===== config.mk =====
export PLATFORM = sky130hd
export DESIGN_NAME = decode_regfile
export DESIGN_NICKNAME = d
export VERILOG_FILES = /design/src/rtl/decode_regfile.sv
export SDC_FILE = /design/constraint.sdc
export NUM_CORES = 2
export LEC_CHECK = 0
export ABC_CLOCK_PERIOD_IN_PS = 3730
export CORE_MARGIN = 3
export CORE_UTILIZATION = 45
export CTS_BUF_LIST = sky130_fd_sc_hd__clkbuf_8
export DETAILED_ROUTE_END_ITERATION = 10
export PLACE_DENSITY = 0.57
export SETUP_SLACK_MARGIN = 0.1
export SYNTH_ARGS = -nofsm -noshare
export SYNTH_HDL_FRONTEND = slang
export SYNTH_SLANG_ARGS = --single-unit

===== constraint.sdc =====
create_clock -name clk -period 3.73 [get_ports clk]
set_input_delay 0.746 -clock clk [delete_from_list [all_inputs] [get_ports clk]]
set_output_delay 0.746 -clock clk [all_outputs]
set_load 0.03 [all_outputs]

===== src/rtl/decode_regfile.sv =====
// Decode-stage integer register file with a per-register pending-write scoreboard.
// Optional macro REGFILE_BYPASS_EN forwards same-cycle writeback data to the read ports.
module decode_regfile #(
  parameter int PEND_W = 2,
  parameter int NREGS  = 32
) (
  input  logic        clk,
  input  logic        reset_n,
  input  logic [4:0]  rs1,
  input  logic [4:0]  rs2,
  output logic [31:0] rdata1,
  output logic [31:0] rdata2,
  output logic        hazard1,
  output logic        hazard2,
  input  logic        iss_en,
  input  logic [4:0]  iss_reg,
  output logic        iss_stall,
  input  logic [4:0]  wreg,
  input  logic [31:0] wdata,
  input  logic        wen,
  input  logic        kill_en,
  input  logic [4:0]  kill_reg
);

  logic [31:0]       mem_q [NREGS];
  logic [PEND_W-1:0] cnt_q [NREGS];
  logic [PEND_W-1:0] cnt_d [NREGS];
  logic [NREGS-1:0]  underflow;

  logic              wrValid;
  logic              issRelease;
  logic              inc;
  logic              dwb;
  logic              dkill;
  logic [PEND_W:0]   sumInc;
  logic [PEND_W:0]   dec;

  assign wrValid = wen && (wreg != 5'd0);

  always_ff @(posedge clk or negedge reset_n) begin
    if (!reset_n) begin
      for (int r = 0; r < NREGS; r++) mem_q[r] <= '0;
    end else if (wrValid) begin
      mem_q[wreg] <= wdata;
    end
  end

  // A writeback or kill to the issuing register in the same cycle frees a slot.
  assign issRelease = (wen && (wreg == iss_reg)) || (kill_en && (kill_reg == iss_reg));
  assign iss_stall  = iss_en && (iss_reg != 5'd0) && (&cnt_q[iss_reg]) && !issRelease;

  always_comb begin
    underflow = '0;
    inc       = 1'b0;
    dwb       = 1'b0;
    dkill     = 1'b0;
    sumInc    = '0;
    dec       = '0;
    for (int r = 0; r < NREGS; r++) begin
      cnt_d[r] = cnt_q[r];
      if (r != 0) begin
        inc    = iss_en && (iss_reg == 5'(r)) && !iss_stall;
        dwb    = wen && (wreg == 5'(r));
        dkill  = kill_en && (kill_reg == 5'(r));
        sumInc = {1'b0, cnt_q[r]} + (PEND_W+1)'(inc);
        dec    = (PEND_W+1)'(dwb) + (PEND_W+1)'(dkill);
        // Releasing more writes than were issued clamps at zero.
        if (sumInc < dec) begin
          cnt_d[r]     = '0;
          underflow[r] = 1'b1;
        end else begin
          cnt_d[r] = PEND_W'(sumInc - dec);
        end
      end
    end
  end

  always_ff @(posedge clk or negedge reset_n) begin
    if (!reset_n) begin
      for (int r = 0; r < NREGS; r++) cnt_q[r] <= '0;
    end else begin
      cnt_q <= cnt_d;
    end
  end

`ifdef REGFILE_BYPASS_EN
  logic byp1;
  logic byp2;
  assign byp1    = wrValid && (wreg == rs1);
  assign byp2    = wrValid && (wreg == rs2);
  assign rdata1  = byp1 ? wdata : mem_q[rs1];
  assign rdata2  = byp2 ? wdata : mem_q[rs2];
  // The final outstanding write landing now resolves the hazard early.
  assign hazard1 = (rs1 != 5'd0) && (cnt_q[rs1] != '0) &&
                   !(byp1 && (cnt_q[rs1] == PEND_W'(1)));
  assign hazard2 = (rs2 != 5'd0) && (cnt_q[rs2] != '0) &&
                   !(byp2 && (cnt_q[rs2] == PEND_W'(1)));
`else
  assign rdata1  = mem_q[rs1];
  assign rdata2  = mem_q[rs2];
  assign hazard1 = (rs1 != 5'd0) && (cnt_q[rs1] != '0);
  assign hazard2 = (rs2 != 5'd0) && (cnt_q[rs2] != '0);
`endif

`ifndef SYNTHESIS
  always @(posedge clk) begin
    if (reset_n) begin
      if (wrValid)
        $strobe("%d: decode_regfile: write x%0d = %08x", $stime, wreg, wdata);
      for (int r = 0; r < NREGS; r++)
        if (underflow[r])
          $display("%d: decode_regfile: protocol violation, pending-count underflow on x%0d",
                   $stime, r);
    end
  end
`endif

endmodule


### Yosys cells after proc, flatten, opt, wreduce, memory -nomap -nowiden

Index checks and enable logic that the tools add are counted.

* order comparisons: 36
* $add $sub $neg: 93
* reductions and logical operators: 143
* mux-type cells: 49
* bitwise operators: 4
* equality and inequality tests: 95

Operators by type and width (count)
* $bwmux W1024: 1
* $bmux W32 S5: 2
* $eq A5 B5 Y1 const B: 48
* $demux W32 S5: 1
* $mux W32: 5
* $logic_and A1 B1 Y1: 133
* $eq A5 B4 Y1 const B: 24
* $add A2 B1 Y3: 31
* $lt A3 B2 Y1: 31
* $mux W2: 37
* $add A1 B1 Y2: 31
* $sub A2 B2 Y2: 31
* $eq A5 B3 Y1 const B: 12
* $bmux W2 S5: 3
* $eq A5 B2 Y1 const B: 6
* $ge A6 B6 Y1 const B: 4
* $not A5 Y6: 4
* $reduce_bool A5 Y1: 4
* $eq A5 B1 Y1 const B: 3
* $eq A5 B5 Y1: 2
* $lt A6 B1 Y1 const B: 1
* $reduce_bool A2 Y1: 2
* $logic_not A1 Y1: 2
* $reduce_and A2 Y1: 1
* $logic_or A1 B1 Y1: 1

* bits in registers: 1086

### Depth between registers and ports, before layout

* depth after elaboration: 12
* gate-level depth with buffers: 15
* gate-level depth less buffers: 11

### Worst setup path after synthesis

OpenSTA, ideal clock, no wires.

* kind: input-to-output
* start point: input port rs1[2]
* end point: output port hazard1
* stages on the path: 6
* buffers on the path: 2
* data arrival time: 2848 ps
* path slack: 136 ps
* path through: clkbuf_1 -> buf_1 -> mux4_2 -> mux2_2 -> mux2_2 -> o211ai_1

* word-level cells in the longest chain between the ends: 6
* elaborated cells on any way between the ends: 7

Ends and longest elaborated chain
* start, declared: line 9 `input logic [4:0] rs1,`
* $not A5 Y6 (implied by the code): line 101 `assign hazard1 = (rs1 != 5'd0) && (cnt_q[rs1] != '0);`
* $bmux W2 S5: line 101
* $mux W2 (implied by the code) (2 in series): line 101
* $reduce_bool A2 Y1: line 101
* $logic_and A1 B1 Y1 *: line 101
* end, declared: line 13 `output logic hazard1,`

Every way passes the cells marked *; elsewhere a longest branch is shown, timed or not. The select of a mux whose other input is x is not followed.

### Worst setup path after layout

* start point: input port rs2[0]
* end point: output port hazard2

* word-level cells in the longest chain between the ends: 6
* elaborated cells on any way between the ends: 7

Ends and longest elaborated chain
* start, declared: line 10 `input logic [4:0] rs2,`
* $not A5 Y6 (implied by the code): line 102 `assign hazard2 = (rs2 != 5'd0) && (cnt_q[rs2] != '0);`
* $bmux W2 S5: line 102
* $mux W2 (implied by the code) (2 in series): line 102
* $reduce_bool A2 Y1: line 102
* $logic_and A1 B1 Y1 *: line 102
* end, declared: line 14 `output logic hazard2,`

Marks and branches as above.

==> results.txt <==
The leakage dissipation is 32.3 nW. The post-route worst setup slack came out at 0.134 ns. The final layout contains routed wiring with a total length of 192000 um. The die height came out at 373 um. The area added between synthesis and finish is 16.0%. The terminus of the critical flop-to-flop path is cnt_q[30]. The clock insertion delay at the later pin of the skew report came out at 0.91 ns. The most used flip-flop cell after synthesis is dfrtp_1. For this run, the detailed router's first-pass iteration total came to 6. The count of flip-flops with a built-in enable after synthesis is 0. The count of endpoints failing setup in the final report is 0. The total count of max-transition violations in the final report was 0. The pin count of the biggest net entering global routing is 101.

Along the worst path, the maximum fanout reaches 9. The synthesized netlist net count came out at 4812. The number of nets at the end of the flow is 5035. The signal on the critical path passes through buf_12 -> buf_16 -> buf_12 -> inv_2 -> mux4_2 -> mux4_2 -> a21oi_2 -> buf_4 -> buf_12. The flow ran to the end, and the final reports show no timing, DRC or antenna violations. The via count of the first global-routing pass is 42244. The floorplan step set the die width to 373 um. The area inside the core boundary came out at 134000 um^2. The iteration-0 DRC count of the detailed router came out at 3766. The family with the most delay on the worst path is multiplexers.

Across the VDD grid, the largest voltage drop is 295 uV. The first global-routing pass estimated 286000 um of wire. TritonCTS built the clock tree. In this run, CTS created clock tree buffers numbering 191. Internal power comes to 0.0250 W. The worst setup path is launched from a primary input.

The maximum buffer depth of the clock tree came out at 3. The number of cells traversed by the worst register-to-register path came out at 11. The hold violation count in the final report came to 0. The count of different cell masters after synthesis is 53. The worst setup path is captured at an output pin. The combined global-route utilization of all metal layers came out at 0.278. The row count came out at 134. The via count normalized by instance count is 6.04. The wire-length estimate of the detail-placed layout is 107000 um. The share of total power dissipated in the clock network is 0.313. The congestion estimate from routability-driven global placement came to 0.839. The slowest stage of the critical path is the mux4_2 cell.

The beginning of the worst hold path is mem_q[1021]. The critical path arrival came out at 2.85 ns. The CTS clock-pin slew for the worst setup and hold paths is 0.06 ns. The post-synthesis register bit count is 1086.

The mapped netlist covers 60700 um^2. Setup repair after global routing could not meet its margin everywhere. The filler cell count in the final layout came out at 11316. The final worst-path cycle share came out at 0.964. For the finished layout, the period the worst path requires is 3.60 ns.

The min-delay analysis places its worst path in the category flip-flop to flip-flop. The average wire per standard cell came out at 28.5 um. The initial antenna violation count is 4.

The buffering stage count on the worst path with inverters included came out at 6. The required arrival time at the worst endpoint came out at 2.98 ns. Global routing finished with a remaining overflow of 0. Of the total power, the share spent switching nets is 0.294. The via count of the routed design came out at 40747. Sorting the synthesized cells by area gives the leading types as dfrtp_1 (45%), mux4_2 (25%), mux2_2 (13%). The share of the Yosys chip area taken by registers is 0.448. The number of sinks handled by clock tree synthesis is 1086. The post-route worst hold slack is 0.393 ns. The largest stage delay on the critical path came out at 0.52 ns. The part of the total power dissipated in sequential elements came out at 0.442. The post-place setup slack is -0.656 ns. The final worst clock skew came out at 0.0245 ns. The proportion of layout cells with a drive suffix above 1 is 0.426. Once detail routing completed, the nets flagged for antenna violations numbered 0. The level count of the clock H-tree is 4. Of the total power, combinational logic draws 0.245. The timing-limited maximum frequency is 278 MHz. The number of port buffers came out at 128. The sequential cells in the finished layout cover a total of 27200 um^2. Summed over all instances, the cell type with the most area after synthesis is dfrtp_1. The cell depth of the worst min-delay path came out at 0. The initial core utilization came out at 0.454.

In this run the power density over the cells is 504 nW/um^2. The footprint of the multi-input gates is 31700 um^2. The total number of yosys warnings is 0. The async set-or-reset flop fraction in the synthesized netlist is 1.00. The net switching component of the power came out at 0.0105 W. 129 I/O pins were placed.

The worst setup path is of the primary input to output pin kind. The area of the die is 139000 um^2. In this run the mean area of a mapped cell was 13.2 um^2. For flop-to-flop paths, the worst setup slack is 0.33 ns.

The count of max-cap constraint violations came out at 0. The root buffer cell chosen for the clock tree is clkbuf_8. The critical path's most frequent cell is buf_12.

Overall power consumption after layout is estimated at 0.0355 W. The area fraction of the dominant cell type after synthesis is 0.448. The startpoint identified for the worst register-to-register timing path is cnt_q[4].

The slew at the pin closest to its max-slew limit is 1.18 ns. The worst hold path terminates at mem_q[1021]. The relative slew slack is 0.213. The count of mapped cells out of synthesis came out at 4595. The number of remaining DRC errors is 0.
[how the worst max path moves through the flow]
stage	startpoint	end	slack [ns]	depth (start not counted)
6_report	rs2[0]	hazard2	0.13	9
2_1_floorplan	rs1[2]	hazard1	0.14	6
4_1_cts	mem_q[285]	rdata2[29]	0.08	4
3_5_place_dp	iss_reg[0]	cnt_q[4]	-0.66	12
5_1_grt	cnt_q[51]	hazard2	0.03	7
3_3_place_gp	iss_reg[0]	cnt_q[30]	-0.67	12
[stage by stage]
stage / setup TNS (ns) / cells / instance area, um^2 / utilization
floorplan: 0 / 4595 / 60700 / -
global placement: -27.94 / 6318 / 65500 / 0.490
detailed placement: -29.04 / 6318 / 65500 / 0.490
CTS: 0 / 6717 / 70100 / 0.524
global route: 0 / 6740 / 70400 / 0.527
finish: 0 / 6741 / 70400 / 0.527
[sequential cells by signal, summed over array words and instances (netlist names)]
register and count:
mem_q 1024, cnt_q 62
[cell usage in the layout, fill, tap and decap left out, types with 5 or more instances in the layout]
cell type,count
clkbuf_8,242
a211oi_1,18
ha_1,124
nor2_4,17
buf_6,32
clkinv_2,20
nor2b_1,6
nor3b_1,13
buf_16,10
xor2_1,8
mux2_2,650
nand3_1,9
inv_1,138
nand3b_1,7
nand2_1,1068
fa_1,31
inv_2,13
nand2b_1,6
buf_4,275
dfrtp_2,20
nor2_2,5
nand2_2,15
a21oi_1,32
nor4_1,19
clkdlybuf4s50_1,49
clkinvlp_4,6
buf_12,90
mux4_2,662
and2_1,32
xnor2_1,33
mux2_4,36
mux2_1,27
nor2_1,121
dfrtp_1,1066
nor3_1,10
[layer usage]
metal,up-vias,GRT usage,wire (um)
met2,1535,0.434,89600
met4,0,0.0926,6520
met3,371,0.0551,14000
met1,21762,0.393,81900
met5,-,0,0
li1,17079,-,-
[what timing repair did]
| action | in CTS | in global routing |
|---|---|---|
| endpoints found under the hold margin | 30 | 0 |
| endpoints found under the setup margin | 46 | 33 |
| hold buffers | 1 | 0 |
| setup buffers | 52 | 19 |
| pin swaps | 3 | 3 |
| gates resized for setup | 83 | 29 |
| gates cloned | 1 | 2 |
[layout make-up]
type,count,share of cell area
sequential,1086,0.386
inverter,80,0.00426
clock inverter,103,0.00745
antenna,3,0.000107
clock buffer,242,0.0473
multi-input combinational,2993,0.450
timing repair buffer,466,0.0732
tap,1768,0.0314
[synth_stat cells, types with 2 or more instances]
library cell,n
dfrtp_1,1086
nand2_1,1083
mux2_2,686
mux4_2,662
clkbuf_1,276
nor2_1,142
ha_1,124
inv_1,78
buf_1,67
buf_2,61
a21oi_1,33
xnor2_1,33
and2_1,32
fa_1,31
buf_4,27
mux2_1,27
nor4_1,19
a211oi_1,18
nor3b_1,13
nor3_1,10
nand3_1,9
xor2_1,8
nand3b_1,7
nand2b_1,6
nor2b_1,6
buf_6,5
mux2i_1,4
a211o_1,3
and3_1,3
o21ai_0,3
o22ai_1,3
or3b_2,3
a221oi_1,2
a22o_1,2
inv_2,2
nand4_1,2
or2_2,2
or3_1,2
[worst reg2reg max path, cell delays in order, from the launching register on]
cell and delay, ns:
dfrtp_1 0.42, buf_4 0.16, mux4_2 0.23, nand2_1 0.06
and3_1 0.17, nor4_4 0.95, nor4_1 0.14, ha_1 0.27
fa_1 0.55, nor3b_1 0.20, nor2_1 0.06, nor2_1 0.11
[power groups by stage]
stage	sequential [W]	combinational (W)	clock [W]
3_3_place_gp	0.0158	0.00820	0
5_1_grt	0.0160	0.00939	0.0119
4_1_cts	0.0157	0.00865	0.0114
6_report	0.0157	0.00870	0.0111
3_5_place_dp	0.0159	0.00834	0
2_1_floorplan	0.0153	0.00611	0
[kinds of logic (layout without fill, tap and decap cells)]
family	Yosys count	count (layout)	share of synthesized area
multiplexers	1379	1379	0.379
AND/OR/NAND/NOR	1344	1344	0.0885
flip-flops	1086	1086	0.448
buffers and inverters	516	891	0.0355
adder cells (fa/ha/maj)	155	155	0.0358
AO/OA/AOI/OAI	74	74	0.00786
XOR/XNOR	41	41	0.00592
other	0	3	0
(Power assumes the default switching activity.)
